[config.mk]
export PLATFORM = sky130hd
export DESIGN_NAME = icache_refill
export DESIGN_NICKNAME = d
export VERILOG_FILES = /design/src/rtl/icache_refill.sv
export SDC_FILE = /design/constraint.sdc
export NUM_CORES = 1
export LEC_CHECK = 0
export ABC_CLOCK_PERIOD_IN_PS = 1520
export CAP_MARGIN = 5
export CORE_AREA = 2 2 135 137
export DETAILED_ROUTE_END_ITERATION = 8
export DIE_AREA = 0 0 137 139
export MAX_ROUTING_LAYER = met4
export PLACE_DENSITY = 0.82
export SKIP_CTS_REPAIR_TIMING = 1
export SYNTH_ARGS = -nofsm -noshare
export SYNTH_HDL_FRONTEND = slang
export SYNTH_SLANG_ARGS = --single-unit
[constraint.sdc]
create_clock -name clk -period 1.52 [get_ports clk]
set_clock_uncertainty 0.15 [all_clocks]
set_input_delay 0.304 -clock clk [delete_from_list [all_inputs] [get_ports clk]]
set_output_delay 0.304 -clock clk [all_outputs]
set_load 0.02 [all_outputs]
[src/rtl/icache_refill.sv]
`default_nettype none
// ============================================================================
//  Module      : icache_refill
//  Description : AXI4 read-master refill engine for the instruction cache
//                data array. It takes one cacheable miss, issues a single
//                INCR burst for the aligned line, assembles the returned
//                beats and strobes the line into the data/tag arrays.
//                The pipeline stall is held for the whole miss window.
//                Optional performance counters: ICACHE_REFILL_PERF_EN.
//                LINE_W must match the cache's CACHELINE_WIDTH.
//  Revision    : 1.0 - initial release
// ============================================================================
module icache_refill #(
    parameter int LINE_W   = 64,
    parameter int AXI_DW   = 64,
    parameter int AXI_IDW  = 4,
    parameter int ARID_VAL = 0
) (
    input  logic               clk,
    input  logic               rst,
    input  logic               miss,
    input  logic [63:0]        miss_addr,
    output logic               stall_req,
    output logic               refresh,
    output logic [LINE_W-1:0]  cacheline_new,
    output logic [63:0]        refill_addr,
    output logic               refill_err,
    output logic               axi_arvalid,
    input  logic               axi_arready,
    output logic [63:0]        axi_araddr,
    output logic [7:0]         axi_arlen,
    output logic [2:0]         axi_arsize,
    output logic [1:0]         axi_arburst,
    output logic [AXI_IDW-1:0] axi_arid,
    input  logic               axi_rvalid,
    output logic               axi_rready,
    input  logic [AXI_DW-1:0]  axi_rdata,
    input  logic [1:0]         axi_rresp,
    input  logic               axi_rlast
`ifdef ICACHE_REFILL_PERF_EN
    ,
    output logic [31:0]        perf_miss_cnt,
    output logic [31:0]        perf_stall_cyc
`endif
);

    localparam int BEATS  = LINE_W / AXI_DW;
    localparam int BEAT_W = (BEATS > 1) ? $clog2(BEATS) : 1;

    // Byte-offset bits within a line; cleared to form the burst address.
    localparam logic [63:0]       c_OFF_MASK  = 64'(LINE_W / 8 - 1);
    localparam logic [BEAT_W-1:0] c_LAST_BEAT = BEAT_W'(BEATS - 1);
    localparam logic [7:0]        c_ARLEN     = 8'(BEATS - 1);
    localparam logic [2:0]        c_ARSIZE    = 3'($clog2(AXI_DW / 8));
    localparam logic [1:0]        c_BURST_INC = 2'b01;

    localparam logic [1:0] c_ST_IDLE = 2'd0;
    localparam logic [1:0] c_ST_AR   = 2'd1;
    localparam logic [1:0] c_ST_R    = 2'd2;
    localparam logic [1:0] c_ST_FILL = 2'd3;

    typedef enum logic [1:0] {
        S_IDLE = c_ST_IDLE,
        S_AR   = c_ST_AR,
        S_R    = c_ST_R,
        S_FILL = c_ST_FILL
    } state_t;

    state_t              r_state;
    state_t              w_next_state;
    logic                w_accept;
    logic                w_beat;
    logic [BEAT_W-1:0]   r_beat_cnt;
    logic                r_err;
    logic [63:0]         r_refill_addr;
    logic [LINE_W-1:0]   r_line;

    // State register; reset drops any refill in flight.
    always_ff @(posedge clk) begin
        if (rst) begin
            r_state <= S_IDLE;
        end else begin
            r_state <= w_next_state;
        end
    end

    // Next-state decode and state-derived outputs.
    always_comb begin
        w_next_state = r_state;
        w_accept     = 1'b0;
        w_beat       = 1'b0;
        stall_req    = 1'b0;
        axi_arvalid  = 1'b0;
        axi_rready   = 1'b0;
        refresh      = 1'b0;
        refill_err   = 1'b0;
        unique case (r_state)
            S_IDLE: begin
                if (miss) begin
                    w_accept     = 1'b1;
                    w_next_state = S_AR;
                end
            end
            S_AR: begin
                stall_req   = 1'b1;
                axi_arvalid = 1'b1;
                if (axi_arready) begin
                    w_next_state = S_R;
                end
            end
            S_R: begin
                stall_req  = 1'b1;
                axi_rready = 1'b1;
                if (axi_rvalid) begin
                    w_beat = 1'b1;
                    // Either a short burst or a full line ends collection.
                    if (axi_rlast || (r_beat_cnt == c_LAST_BEAT)) begin
                        w_next_state = S_FILL;
                    end
                end
            end
            S_FILL: begin
                stall_req    = 1'b1;
                refresh      = ~r_err;
                refill_err   = r_err;
                w_next_state = S_IDLE;
            end
            default: begin
                w_next_state = S_IDLE;
            end
        endcase
    end

    // Refill context: aligned address, beat counter and sticky error flag.
    always_ff @(posedge clk) begin
        if (rst) begin
            r_refill_addr <= '0;
            r_beat_cnt    <= '0;
            r_err         <= 1'b0;
        end else if (w_accept) begin
            r_refill_addr <= miss_addr & ~c_OFF_MASK;
            r_beat_cnt    <= '0;
            r_err         <= 1'b0;
        end else if (w_beat) begin
            r_beat_cnt <= r_beat_cnt + BEAT_W'(1);
            if (axi_rresp != 2'b00) begin
                r_err <= 1'b1;
            end
        end
    end

    // Line buffer: cleared on accept so a short burst leaves zeros behind.
    always_ff @(posedge clk) begin
        if (rst || w_accept) begin
            r_line <= '0;
        end else if (w_beat) begin
            for (int i = 0; i < BEATS; i++) begin
                if (r_beat_cnt == BEAT_W'(i)) begin
                    r_line[i*AXI_DW +: AXI_DW] <= axi_rdata;
                end
            end
        end
    end

    assign refill_addr   = r_refill_addr;
    assign cacheline_new = r_line;
    assign axi_araddr    = r_refill_addr;
    assign axi_arlen     = c_ARLEN;
    assign axi_arsize    = c_ARSIZE;
    assign axi_arburst   = c_BURST_INC;
    assign axi_arid      = AXI_IDW'(ARID_VAL);

`ifdef ICACHE_REFILL_PERF_EN
    logic [31:0] r_perf_miss;
    logic [31:0] r_perf_stall;

    // Free-running event counters; wrap naturally at 2^32.
    always_ff @(posedge clk) begin
        if (rst) begin
            r_perf_miss  <= '0;
            r_perf_stall <= '0;
        end else begin
            if (w_accept) begin
                r_perf_miss <= r_perf_miss + 32'd1;
            end
            if (stall_req) begin
                r_perf_stall <= r_perf_stall + 32'd1;
            end
        end
    end

    assign perf_miss_cnt  = r_perf_miss;
    assign perf_stall_cyc = r_perf_stall;
`endif

endmodule
`default_nettype wire

After elaboration in Yosys (flattened, before gate mapping)
Cells that the tools add are included.
{ "word_totals": {"word_cells": 38, "regBits": 129, "output_inout_bits": 214} }
{ "classes": {"n_reduce_logical": 9, "mux": 14, "addsub": 1, "n_eq_ne": 7, "bitwise_logic": 2} }
{ "op_table": {"columns": ["operator", "count"], "rows": [
  ["$mux W1", 9],
  ["$mux W2", 4],
  ["$ne A2 B2 Y1 const B", 4],
  ["$pmux W2 S4", 1],
  ["$eq A2 B2 Y1 const B", 2],
  ["$reduce_and A2 Y1", 2],
  ["$reduce_and A4 Y1", 1],
  ["$reduce_or A3 Y1", 1],
  ["$eq A2 B1 Y1 const B", 1],
  ["$logic_not A2 Y1", 1],
  ["$logic_or A1 B1 Y1", 2],
  ["$not A1 Y1", 2],
  ["$reduce_bool A2 Y1", 1],
  ["$reduce_or A2 Y1", 1],
  ["$add A1 B1 Y1 const B", 1]
]} }

Longest topological paths before layout
{ "depth": {"word_depth": 5, "depth_mapped": 7, "mapped_depth_nobuf": 6} }

Worst setup path after synthesis
No wires, ideal clock.
{ "synth_timing": {"path_type": "register -> register", "startpoint": "register r_state[0]", "endpoint": "register r_line[14], in the netlist cacheline_new[14]", "stages_incl_launch_ff": 8, "t_arrival_ps": 1409, "synth_period_minus_slack_ps": 1626, "path_buffers": 1, "setup_ps": 66, "setup_slack_ps": -106, "path_cell_list": "dfxtp_1 inv_1 ha_1 nand2_2 nor2_4 buf_6 nand2_1 a21oi_2"} }
{ "synth_via": {"elab_chain_len": 3} }
{ "synth_lines": {"columns": ["element", "line_no", "text"], "rows": [
  ["start: declaration", "69", "state_t r_state;"],
  ["start signal: assignment", "83", "r_state <= w_next_state;"],
  ["$eq A2 B2 Y1 / $logic_not A2 Y1 (equally long branches)", "97", "unique case (r_state)"],
  ["$mux W1", "97", null],
  ["$reduce_and A2 Y1 (no source line) / $logic_or A1 B1 Y1 (equally long branches)", null, null],
  ["end signal: indexed assignment", "159", "r_line[i*AXI_DW +: AXI_DW] <= axi_rdata;"],
  ["end: declaration", "76", "logic [LINE_W-1:0] r_line;"]
]} }
Parallel ways exist; a longest one is shown, timed or not.
A chain may end at the register's enable or synchronous reset.

Worst setup path in the final report
{ "layout_timing": {"startpoint": "register r_state[0]", "endpoint": "register r_line[50], in the netlist cacheline_new[50]"} }
The elaborated chain is that of the path after synthesis.

==> flow_metrics.py <==
metrics = {
    "final_layout": {
        "multi_input_area_mm2": 0.00252,
        "syn_to_final_growth_pct": 87.8,
        "fill_cells": 1460,
        "ff_latch_area_mm2": 0.00259,
        "instances_no_fill": 1188,
        "drive_above_1_share_pct": 29.6,
        "finalCoreUtilization_pct": 57.1,
        "nNetsFinal": 1085,
    },
    "floorplanning": {
        "num_rows": 49,
        "start_util_pct": 30.4,
        "die-area_mm2": 0.0190,
        "die_w_um": 137,
        "core_area_mm2": 0.0177,
        "die_h_um": 139,
        "ios": 350,
    },
    "global_routing": {
        "grt-ovfl-total": 0,
        "grt_start_max_net_pins": 65,
        "grtUsageTotal_pct": 17.6,
        "grt_pass1_wl_um": 25400,
        "use_met2_pct": 30.2,
        "grtUsageMet3_pct": 4.46,
        "top_usage_layer": "met2",
        "use_met1_pct": 18.9,
        "antenna_found_initial": 1,
        "grt_pass1_vias": 4929,
    },
    "setup_path": {
        "cp_slowest_cell": "dfxtp_4",
        "critical_path_class": "register to register",
        "rr_endpoint": "cacheline_new[50]$_SDFFE_PP0P_",
        "crit_family": "buffers and inverters",
        "end_kind": "register",
        "reg2regPathDepth": 9,
        "cp.depth": 9,
        "cp.required_ps": 1710,
        "critical_path.max_fanout": 6,
        "r2r_slack_ps": -340,
        "cp_slowest_stage_delay_ps": 370,
        "cpMostUsedCell": "buf_4",
        "worst-path-buf-inv": 5,
        "arrival_ps": 2050,
        "path_cells": "clkinvlp_4 -> buf_12 -> ha_4 -> buf_4 -> nand3_4 -> buf_4 -> clkbuf_16 -> nand2_1 -> a21oi_1",
        "start_kind": "register",
        "timing.rr.start": "r_state[0]$_SDFFE_PP0P_",
    },
    "yosys": {
        "yosysMostFrequentCell": "nand2_1",
        "synth_fa_ha_area_share_pct": 0.933,
        "synth_xor_area_share_pct": 0,
        "synth_top_area_share_pct": 48.1,
        "syn_avg_cell_area_um2": 8.13,
        "yosysTopAreaCell": "dfxtp_1",
        "seq_area_frac_synth_pct": 48.1,
        "synth-simple-area-share_pct": 19.2,
        "synth_area_mm2": 0.00537,
        "synth_compound_area_share_pct": 14.3,
        "synth_cells": 660,
        "synth_seq_cells": 129,
        "synth_top_family_by_area": "simple AND/OR/NAND/NOR gates",
        "yosysWarnings": 0,
        "ys_top_cells_by_count": "251 x nand2_1, 129 x dfxtp_1, 100 x a21oi_1",
        "ys_top_cells_by_area": "dfxtp_1 48%, nand2_1 18%, buf_4 12%",
        "synth_ff_type": "dfxtp_1",
        "synthMuxAreaShare_pct": 0.187,
        "synth_edf_count": 0,
        "synth-async-reset-ratio_pct": 0,
        "yosysUniqueCellTypes": 24,
    },
    "run": {
        "cap_violations": 0,
    },
    "pwr": {
        "total_power_w": 0.0152,
        "power_density_mw_per_mm2": 1510,
        "power.internal_w": 0.00949,
        "p_comb_share_pct": 45.4,
        "ir_worst_vdd_mv": 0.754,
        "p_leak_nw": 6.05,
        "p_sw_w": 0.00568,
        "p_seq_share_pct": 27.7,
        "pwr-share-clk_pct": 26.9,
        "sw_frac_of_total_pct": 37.4,
    },
    "sta": {
        "finalCritPeriodShare_pct": 122,
        "rsz0062_at_grt": "true",
        "setup_violations": 132,
        "max_freq_mhz": 538,
        "finalWorstSetupSlack_ps": -340,
        "tns_ps": -21850,
        "maxSlewViolCount": 0,
        "final_hold_viol_count": 0,
        "finalWorstPathRequiredPeriod_ps": 1860,
    },
    "detailed_routing": {
        "vias": 5406,
        "wl_um": 20000,
        "routedWlPerCell_um": 16.9,
        "drt_first_iter_violations": 185,
        "ant_nets": 0,
        "viasPerCell": 4.55,
        "drcViolationCount": 0,
        "drtPass1Iterations": 4,
    },
    "clocking": {
        "cts_buffers": 17,
        "tritoncts": "yes",
        "cts_sinks": 129,
        "ctsRootBufferMaster": "clkbuf_16",
        "clock_path_buffers": 2,
        "htree_levels": 4,
        "clk-insertion-delay-late_ps": 410,
        "clk_pin_slew_worst_paths_ps": 60,
    },
    "min_path": {
        "hp-class": "primary input to register",
        "holdCritStartpoint": "miss_addr[50]",
        "hold_depth": 3,
        "hold-path-endpoint": "axi_araddr[50]$_SDFFE_PP0P_",
    },
    "placement": {
        "dp_cells": 1134,
        "io_buffers": 323,
        "dp_hpwl_um": 12400,
        "gp_congestion": 0.824,
    },
    "run_status": {
        "violations": "setup timing",
        "status": "finished, violations left",
    },
}
-- worst max path at each step --
| stage | startpoint | end | slack (ps) |
|---|---|---|---|
| after floorplan | r_state[0]$_SDFFE_PP0P_ | axi_araddr[10]$_SDFFE_PP0P_ | -8 |
| final | r_state[0]$_SDFFE_PP0P_ | cacheline_new[50]$_SDFFE_PP0P_ | -340 |
| after CTS | r_state[0]$_SDFFE_PP0P_ | refresh | -790 |
| after global routing | r_state[0]$_SDFFE_PP0P_ | cacheline_new[50]$_SDFFE_PP0P_ | -390 |
| after detailed placement | axi_rvalid | cacheline_new[52]$_SDFFE_PP0P_ | -350 |
| after global placement | axi_rvalid | cacheline_new[24]$_SDFFE_PP0P_ | -320 |
-- metrics by stage --
| step | instance area (um2) | setup slack [ps] | hold slack (ps) |
|---|---|---|---|
| finish | 10100 | -340 | 278 |
| global route | 10100 | -390 | 267 |
| CTS | 8960 | -787 | 234 |
| detailed placement | 8360 | -348 | 296 |
| global placement | 8360 | -316 | 291 |
| floorplan | 5470 | -8.16 | 284 |
-- flip-flops by register name, indices dropped and copies added, names as in the netlist --
register,cells
cacheline_new,64
axi_araddr,61
r_state,2
r_beat_cnt,1
r_err,1
-- routing by layer --
| metal | routed length (um) | share of wire (%) | vias to the layer above |
|---|---|---|---|
| li1 | - | - | 2571 |
| met5 | 0 | 0 | - |
| met3 | 1120 | 5.6 | 40 |
| met4 | 463 | 2.3 | 0 |
| met1 | 7790 | 39 | 2600 |
| met2 | 10700 | 53 | 195 |
-- power by group through the flow --
stage	clock network (W)	registers (W)	logic [W]
3_3_place_gp	0	0.00423	0.00515
6_report	0.00409	0.00420	0.00689
2_1_floorplan	0	0.00467	0.00275
5_1_grt	0.00432	0.00425	0.00728
3_5_place_dp	0	0.00424	0.00522
4_1_cts	0.00417	0.00418	0.00523
-- cells by family (layout without fill, tap and decap cells) --
group | Yosys count | after routing
adders and majority gates | 4 | 4
buffers and inverters | 129 | 406
and+or+nand+nor | 264 | 264
muxes | 1 | 1
DFF | 129 | 129
other | 2 | 24
AOI/OAI and AO/OA | 131 | 131
-- cell type report --
class | instances | area share (%)
timing repair buffer | 368 | 40.2
sequential | 129 | 25.7
multi-input combinational | 423 | 25.0
clock buffer | 18 | 4.36
tap | 229 | 2.84
clock inverter | 14 | 1.52
inverter | 6 | 0.335
antenna | 1 | 0.0248
-- worst register-to-register path: cells and delay by family (launching register included) --
| kind | cells | cell delay [ps] |
|---|---|---|
| buffers and inverters | 5 | 720 |
| flip-flops | 1 | 370 |
| AND/OR/NAND/NOR | 2 | 220 |
| adder cells (fa/ha/maj) | 1 | 160 |
| AO/OA/AOI/OAI | 1 | 160 |
-- layout by cell type (no fill, tap or decap), types with 3 or more instances in the layout --
cell type	n
nand2_2	20
buf_12	16
inv_1	3
dfxtp_1	124
a21oi_2	79
buf_4	15
conb_1	23
clkdlybuf4s50_1	131
clkbuf_2	51
clkbuf_16	27
nand2_1	200
a21oi_1	48
inv_6	5
buf_6	8
nand2_4	33
clkinvlp_4	5
dlymetal6s2s_1	135
dfxtp_2	4
ha_4	4
Power figures use the tool's default switching activity.
